[config.mk]
export PLATFORM = sky130hd
export DESIGN_NAME = aes_key_streamer_flat
export DESIGN_NICKNAME = d
export VERILOG_FILES = /design/src/rtl/aes_key_streamer_pkg.sv /design/src/rtl/aes_key_streamer_if.sv /design/src/rtl/aes_key_streamer.sv /design/src/flat_wrapper.sv
export SDC_FILE = /design/constraint.sdc
export NUM_CORES = 1
export LEC_CHECK = 0
export CORE_ASPECT_RATIO = 0.9
export CORE_UTILIZATION = 35
export CTS_CLUSTER_SIZE = 20
export DETAILED_ROUTE_END_ITERATION = 8
export GPL_TIMING_DRIVEN = 0
export PLACE_DENSITY_LB_ADDON = 0.3
export SLEW_MARGIN = 25
export SYNTH_ARGS = -nofsm -noshare
export SYNTH_HDL_FRONTEND = slang
export SYNTH_SLANG_ARGS = --single-unit
[constraint.sdc]
create_clock -name clk_i -period 6 [get_ports clk_i]
set_input_delay 1.8 -clock clk_i [delete_from_list [all_inputs] [get_ports clk_i]]
set_output_delay 1.8 -clock clk_i [all_outputs]
set_load 0.02 [all_outputs]
[src/rtl/aes_key_streamer_pkg.sv]
// Shared types for the AES key streamer: control/flag records and FSM encoding.
// Build option AES_KEY_ZEROIZE_EN is consumed by aes_key_streamer.sv only.
package aes_key_streamer_pkg;

    localparam int unsigned KEY_WORDS     = 4;
    localparam int unsigned KS_NB_WIDTH   = 16;
    localparam int unsigned KS_DATA_WIDTH = 32;

    typedef enum logic [1:0] {
        KS_IDLE,
        KS_LOAD,
        KS_REPLAY,
        KS_DONE
    } keystr_state_t;

    typedef struct packed {
        logic                   clear;
        logic                   start;
        logic [KS_NB_WIDTH-1:0] n_blocks;
    } ctrl_keystr_t;

    typedef struct packed {
        keystr_state_t          state;
        logic                   busy;
        logic                   done;
        logic [KS_NB_WIDTH-1:0] blocks_sent;
    } flags_keystr_t;

endpackage

[src/rtl/aes_key_streamer_if.sv]
// Valid/ready word stream with byte strobes; master drives data, slave drives ready.
interface aes_key_streamer_if #(
    parameter int unsigned DATA_WIDTH = 32
);
    logic                    valid;
    logic                    ready;
    logic [DATA_WIDTH-1:0]   data;
    logic [DATA_WIDTH/8-1:0] strb;

    modport master (output valid, output data, output strb, input ready);
    modport slave  (input valid, input data, input strb, output ready);
endinterface

[src/rtl/aes_key_streamer.sv]
// Purpose: capture one 4-word AES-128 key, replay it once per block for n_blocks (0 = forever).
// Latency: first replayed word is valid the cycle after the 4th key word is accepted.
// Backpressure: key_o data/valid hold while !ready; key_i ready only in LOAD. Option: AES_KEY_ZEROIZE_EN.
module aes_key_streamer
    import aes_key_streamer_pkg::*;
#(
    parameter int unsigned NB_WIDTH   = KS_NB_WIDTH,
    parameter int unsigned DATA_WIDTH = KS_DATA_WIDTH
) (
    input  logic                clk_i,
    input  logic                rst_i,
    aes_key_streamer_if.slave   key_i,
    aes_key_streamer_if.master  key_o,
    input  ctrl_keystr_t        ctrl_i,
    output flags_keystr_t       flags_o
);

    localparam logic [1:0] WIDX_LAST = 2'(KEY_WORDS - 1);

    keystr_state_t                          state_q, state_d;
    logic [KEY_WORDS-1:0][DATA_WIDTH-1:0]   key_reg_q;
    logic [1:0]                             widx_q;
    logic [NB_WIDTH-1:0]                    block_cnt_q;
    logic [NB_WIDTH-1:0]                    n_blocks_q;

    logic key_hs;
    logic out_hs;
    logic last_block;
    logic unused_strb;

    assign key_i.ready = (state_q == KS_LOAD);
    assign key_o.valid = (state_q == KS_REPLAY);
    assign key_o.strb  = '1;
`ifdef AES_KEY_ZEROIZE_EN
    assign key_o.data  = (state_q == KS_REPLAY) ? key_reg_q[widx_q] : '0;
`else
    assign key_o.data  = key_reg_q[widx_q];
`endif

    assign key_hs      = key_i.valid && key_i.ready;
    assign out_hs      = key_o.valid && key_o.ready;
    // n_blocks of zero never terminates; only clear leaves REPLAY then
    assign last_block  = (n_blocks_q != '0) && (block_cnt_q == n_blocks_q - 1'b1);
    assign unused_strb = &{1'b0, key_i.strb};

    always_ff @(posedge clk_i or posedge rst_i) begin
        if (rst_i) begin
            state_q <= KS_IDLE;
        end else begin
            state_q <= state_d;
        end
    end

    always_comb begin
        state_d = state_q;
        unique case (state_q)
            KS_IDLE:   if (ctrl_i.start) state_d = KS_LOAD;
            KS_LOAD:   if (key_hs && widx_q == WIDX_LAST) state_d = KS_REPLAY;
            KS_REPLAY: if (out_hs && widx_q == WIDX_LAST && last_block) state_d = KS_DONE;
            KS_DONE:   state_d = KS_IDLE;
            default:   state_d = KS_IDLE;
        endcase
        if (ctrl_i.clear) begin
            state_d = KS_IDLE;
        end
    end

    always_ff @(posedge clk_i or posedge rst_i) begin
        if (rst_i) begin
            key_reg_q   <= '0;
            widx_q      <= '0;
            block_cnt_q <= '0;
            n_blocks_q  <= '0;
        end else if (ctrl_i.clear) begin
            widx_q      <= '0;
            block_cnt_q <= '0;
`ifdef AES_KEY_ZEROIZE_EN
            key_reg_q   <= '0;
`endif
        end else begin
            unique case (state_q)
                KS_IDLE: begin
                    if (ctrl_i.start) begin
                        n_blocks_q  <= ctrl_i.n_blocks;
                        block_cnt_q <= '0;
                        widx_q      <= '0;
                    end
                end
                KS_LOAD: begin
                    if (key_hs) begin
                        key_reg_q[widx_q] <= key_i.data;
                        widx_q            <= widx_q + 1'b1;
                    end
                end
                KS_REPLAY: begin
                    if (out_hs) begin
                        widx_q <= widx_q + 1'b1;
                        if (widx_q == WIDX_LAST && block_cnt_q != '1) begin
                            block_cnt_q <= block_cnt_q + 1'b1;
                        end
`ifdef AES_KEY_ZEROIZE_EN
                        if (state_d == KS_DONE) begin
                            key_reg_q <= '0;
                        end
`endif
                    end
                end
                default: ;
            endcase
        end
    end

    assign flags_o.state       = state_q;
    assign flags_o.busy        = (state_q != KS_IDLE);
    assign flags_o.done        = (state_q == KS_DONE);
    assign flags_o.blocks_sent = block_cnt_q;

endmodule
[src/flat_wrapper.sv]
// flat-port wrapper written by rule: the top's interface ports become plain ports
module aes_key_streamer_flat import aes_key_streamer_pkg::*;
#(
    parameter int unsigned NB_WIDTH   = KS_NB_WIDTH,
    parameter int unsigned DATA_WIDTH = KS_DATA_WIDTH
)
  (clk_i, rst_i, ctrl_i, flags_o, key_i_valid, key_i_data, key_i_strb, key_i_ready, key_o_valid, key_o_data, key_o_strb, key_o_ready);
  aes_key_streamer_if #(.DATA_WIDTH(DATA_WIDTH)) key_i_i ();
  aes_key_streamer_if #(.DATA_WIDTH(DATA_WIDTH)) key_o_i ();
  input  logic clk_i;
  input  logic rst_i;
  input  ctrl_keystr_t ctrl_i;
  output flags_keystr_t flags_o;
  input wire logic [$bits(key_i_i.valid)-1:0] key_i_valid;
  input wire logic [$bits(key_i_i.data)-1:0] key_i_data;
  input wire logic [$bits(key_i_i.strb)-1:0] key_i_strb;
  output wire logic [$bits(key_i_i.ready)-1:0] key_i_ready;
  output wire logic [$bits(key_o_i.valid)-1:0] key_o_valid;
  output wire logic [$bits(key_o_i.data)-1:0] key_o_data;
  output wire logic [$bits(key_o_i.strb)-1:0] key_o_strb;
  input wire logic [$bits(key_o_i.ready)-1:0] key_o_ready;
  assign key_i_i.valid = key_i_valid;
  assign key_i_i.data = key_i_data;
  assign key_i_i.strb = key_i_strb;
  assign key_i_ready = key_i_i.ready;
  assign key_o_valid = key_o_i.valid;
  assign key_o_data = key_o_i.data;
  assign key_o_strb = key_o_i.strb;
  assign key_o_i.ready = key_o_ready;
  aes_key_streamer #(.NB_WIDTH(NB_WIDTH), .DATA_WIDTH(DATA_WIDTH)) u_core (.clk_i(clk_i), .rst_i(rst_i), .key_i(key_i_i), .key_o(key_o_i), .ctrl_i(ctrl_i), .flags_o(flags_o));
endmodule
==> key figures <==
Timing
  • Setup TNS: 0 ns
  • Clock Skew: ~0.011 ns
  • Final worst-path cycle share: 86.85%
  • Crit path time final: about 5.2 ns
  • Final hold violation count: 0
  • Maximum clock rate: 191.9 MHz
  • RSZ-0062 raised after global routing: no
  • Max-slew violations: 0
  • Max-Slew Margin vs Limit: between 30% and 40%
  • Slew @ Worst Pin: about 0.92 ns
  • Final setup fails: 0

Synth
  • Simple-gate share of the synthesized area: between 6 and 7%
  • Compound-cell area share of the yosys netlist: 3.200%
  • Post-Synth Adder-Cell Area: about 1.9%
  • Top_reg_cell synth: dfrtp_1
  • Multiplexer share of the synthesized area: 30.18%
  • Yosys reg bits: 164
  • Seq/Total Area, Yosys: between 50% and 60%
  • Yosys top cell by area: dfrtp_1
  • Ys Warns: 0
  • Largest family of logic cells by synthesized area: multiplexers
  • Synth Area in XOR/XNOR: about 3.4%
  • Top cells by area in the synthesized netlist: dfrtp_1 52%, mux2_2 21%, mux4_2 9.1%, ha_1 1.9%, xor2_1 1.9%
  • Synth Instances: between 500 and 600
  • Synth top cells by count: 164 x dfrtp_1, 144 x mux2_2, 32 x mux4_2
  • Most common cell in the netlist: dfrtp_1
  • Cell Area, Synth: 7899 um^2
  • Post-synthesis async set-or-reset flop share: 100.0%
  • Synth Area per Inst: about 14 um^2
  • EDFF count, synth: 0
  • Share of the synthesized area in the top cell type: ~52%
  • Cell variety after synth: 51

Final layout
  • Post-layout net count: between 700 and 800
  • Area of the multi-input gates: between 3000 and 4000 um^2
  • FF+latch area: 4104 um^2
  • P&R area growth vs syn: 27.37%
  • Design Area, Final: between 10000 and 15000 um^2
  • Finished Layout Cells: approximately 1000
  • Share of cells above drive strength 1: between 30% and 40%
  • Antenna cells: 0
  • # fillers: 1936

Clock tree
  • CTS Root Cell: clkbuf_16
  • Worst-Skew Late Latency: 0.43 ns
  • CTS sink count: 164
  • CTS Buffer Depth: 2
  • Worst-path clk slew: around 0.07 ns
  • Total CTS buffers: 17
  • # Post-CTS Setup Buffers: 0
  • H-tree Lvls: 4
  • Clock tree from TritonCTS: yes
  • PostCTS Resize Cnt: 0
  • Hold buffer count at cts: 0

Setup path
  • Arr. time, crit path: 3.41 ns
  • CP peak stage delay: between 0.6 and 0.7 ns
  • R2r setup slk: approximately 2.3 ns
  • Crit path max-delay family: buffers and inverters
  • Worst setup path class: reg2out
  • Critical-path cell list: clkbuf_1 > buf_1 > buf_1 > mux4_2 > clkdlybuf4s50_1
  • Required @ worst endpoint: about 4.2 ns
  • Slowest cell on crit path: buf_1
  • CP max FO: 10
  • Most used cell, CP: buf_1
  • CP bufs+invs: 4
  • Cells on worst reg2reg path: 8
  • Kind of end point of the critical path: output pin
  • Kind of start point of the critical path: register
  • Worst r2r src: u_core.widx_q[1]
  • Worst reg2reg endpoint: u_core.key_reg_q[23]

Floorplanning
  • Die area: 23170 um^2
  • Starting Density: between 30% and 40%
  • Die width: 160.4 um
  • Row cnt: slightly above 50
  • Core area: approximately 22000 um^2
  • Die height: ~140 um
  • Top Ports: around 120

Place
  • Dpl cell area: roughly 9500 um^2
  • GP Congestion: between 0.8 and 0.9
  • Dpl hpwl: between 10 and 15 mm
  • Cell count after placement: just under 1000
  • Port Buf Inserts: between 100 and 150

Pwr
  • VDD IR max: 0.0002139 V
  • Clk pwr share: 24.7%
  • P_leak: roughly 4.4 nW
  • Flop pwr share: a little under two fifths
  • Switch share: 33.22%
  • Power Dens Cells: ~450 nW/um^2
  • Psw: 1.489 mW
  • Int Power: approximately 3 mW
  • Comb pwr share: a little under two fifths

Job
  • Maxcap violations: 0

Route
  • Post-Route WL: 18.28 mm
  • DR top layer: met5
  • Vias: 5149
  • DRC: 0
  • Wire length on met3: 746 um
  • Via density: slightly above 5
  • Wire length on met1: 8.152 mm
  • WL met2: 9.036 mm
  • Detailed Route Iter0 Violations: ~210
  • Antenna Violating Nets Remaining: 0
  • TritonRoute pass-1 iters: 4
  • Detailed-route wire length per cell: between 15 and 20 um

GRT
  • GR Overflow Total: 0
  • First-pass GRT wire length: ~30 mm
  • Initial antenna violation count: 1
  • Number of global-route vias before repair: 5491
  • Largest net degree at the start of global routing: 35
  • Total track usage: approximately 17%

Hold path
  • Hold endpoint: u_core.key_reg_q[80]
  • Hold WC Path Type: reg2reg
  • WHS Path Cells: 1
  • Hold Crit Start: u_core.key_reg_q[80]

Outcome
  • Status: complete, no violations
-- final cells by class --
cell class	instances	share of cell area [%]
clock buffer	17	4.228
multi-input combinational	367	35.93
inverter	15	0.5969
sequential	164	40.79
clock inverter	15	1.778
tap	291	3.619
buffer	31	1.343
timing repair buffer	112	11.71
-- power groups by stage --
stage	Combinational [mW]	Sequential, mW	Clock [mW]
2_1_floorplan	1.15	1.63	0
3_3_place_gp	1.66	1.66	0
3_5_place_dp	1.71	1.70	0
4_1_cts	1.73	1.68	1.13
5_1_grt	1.84	1.72	1.18
6_report	1.70	1.68	1.11
-- logic make-up after synthesis --
group,count (synthesis)
AO/OA/AOI/OAI,37
adder cells (fa/ha/maj),12
XOR/XNOR,31
buffers and inverters,46
multiplexers,180
AND/OR/NAND/NOR,103
flip-flops,164
other,1
-- registers in the layout, summed over array words and instances (netlist names) --
register	count
u_core.key_reg_q	128
u_core.state_q	2
u_core.widx_q	2
u_core.n_blocks_q	16
u_core.block_cnt_q	16
-- through the flow --
stage	util [%]	power [mW]	setup slack, ns	hold slack [ns]
CTS	45.97	4.536	0.6780	0.5035
floorplan	-	2.774	2.115	0.4738
detailed placement	43.21	3.412	1.143	0.4870
global placement	42.71	3.325	0.9145	0.4811
finish	45.97	4.481	0.7890	0.5014
global route	45.97	4.741	0.5622	0.5118
-- how the worst max path moves through the flow --
| stage | start | end | slack (ns) | cells past startpoint |
|---|---|---|---|---|
| after detailed placement | u_core.widx_q[1] | key_o_data[25] | 1.14 | 5 |
| after global routing | u_core.widx_q[1] | key_o_data[27] | 0.56 | 5 |
| after CTS | u_core.widx_q[1] | key_o_data[24] | 0.68 | 5 |
| final | u_core.widx_q[1] | key_o_data[24] | 0.79 | 5 |
| after global placement | rst_i | u_core.key_reg_q[23] | 0.91 | 2 |
| after floorplan | rst_i | u_core.block_cnt_q[0] | 2.12 | 1 |
-- cells in the final DEF (no fill, tap or decap), types with 3 or more instances in the layout --
master and n:
buf_4 4, nand4_1 6, buf_1 17, mux2i_1 3, mux4_2 32, xor2_1 17, ha_1 12, and3_1 4
inv_8 5, mux2_2 144, clkdlybuf4s50_1 107, a21oi_1 6, clkbuf_16 17, o21ai_0 11, nor3_1 8, inv_1 14
o31ai_1 3, buf_2 3, nand2_1 18, nor2_1 26, clkbuf_1 7, nand3_1 15, dfrtp_1 164, xnor2_1 14
conb_1 4, nor2b_1 7, clkinv_4 3, buf_12 4, inv_6 3
-- routing by layer --
metal  global-route usage [%]  vias up
li1                         -     2367
met3                    3.900       25
met2                    27.48      112
met1                    21.65     2643
met5                        0        -
met4                    6.065        2
Note: power is estimated with default switching activity, not from simulation.
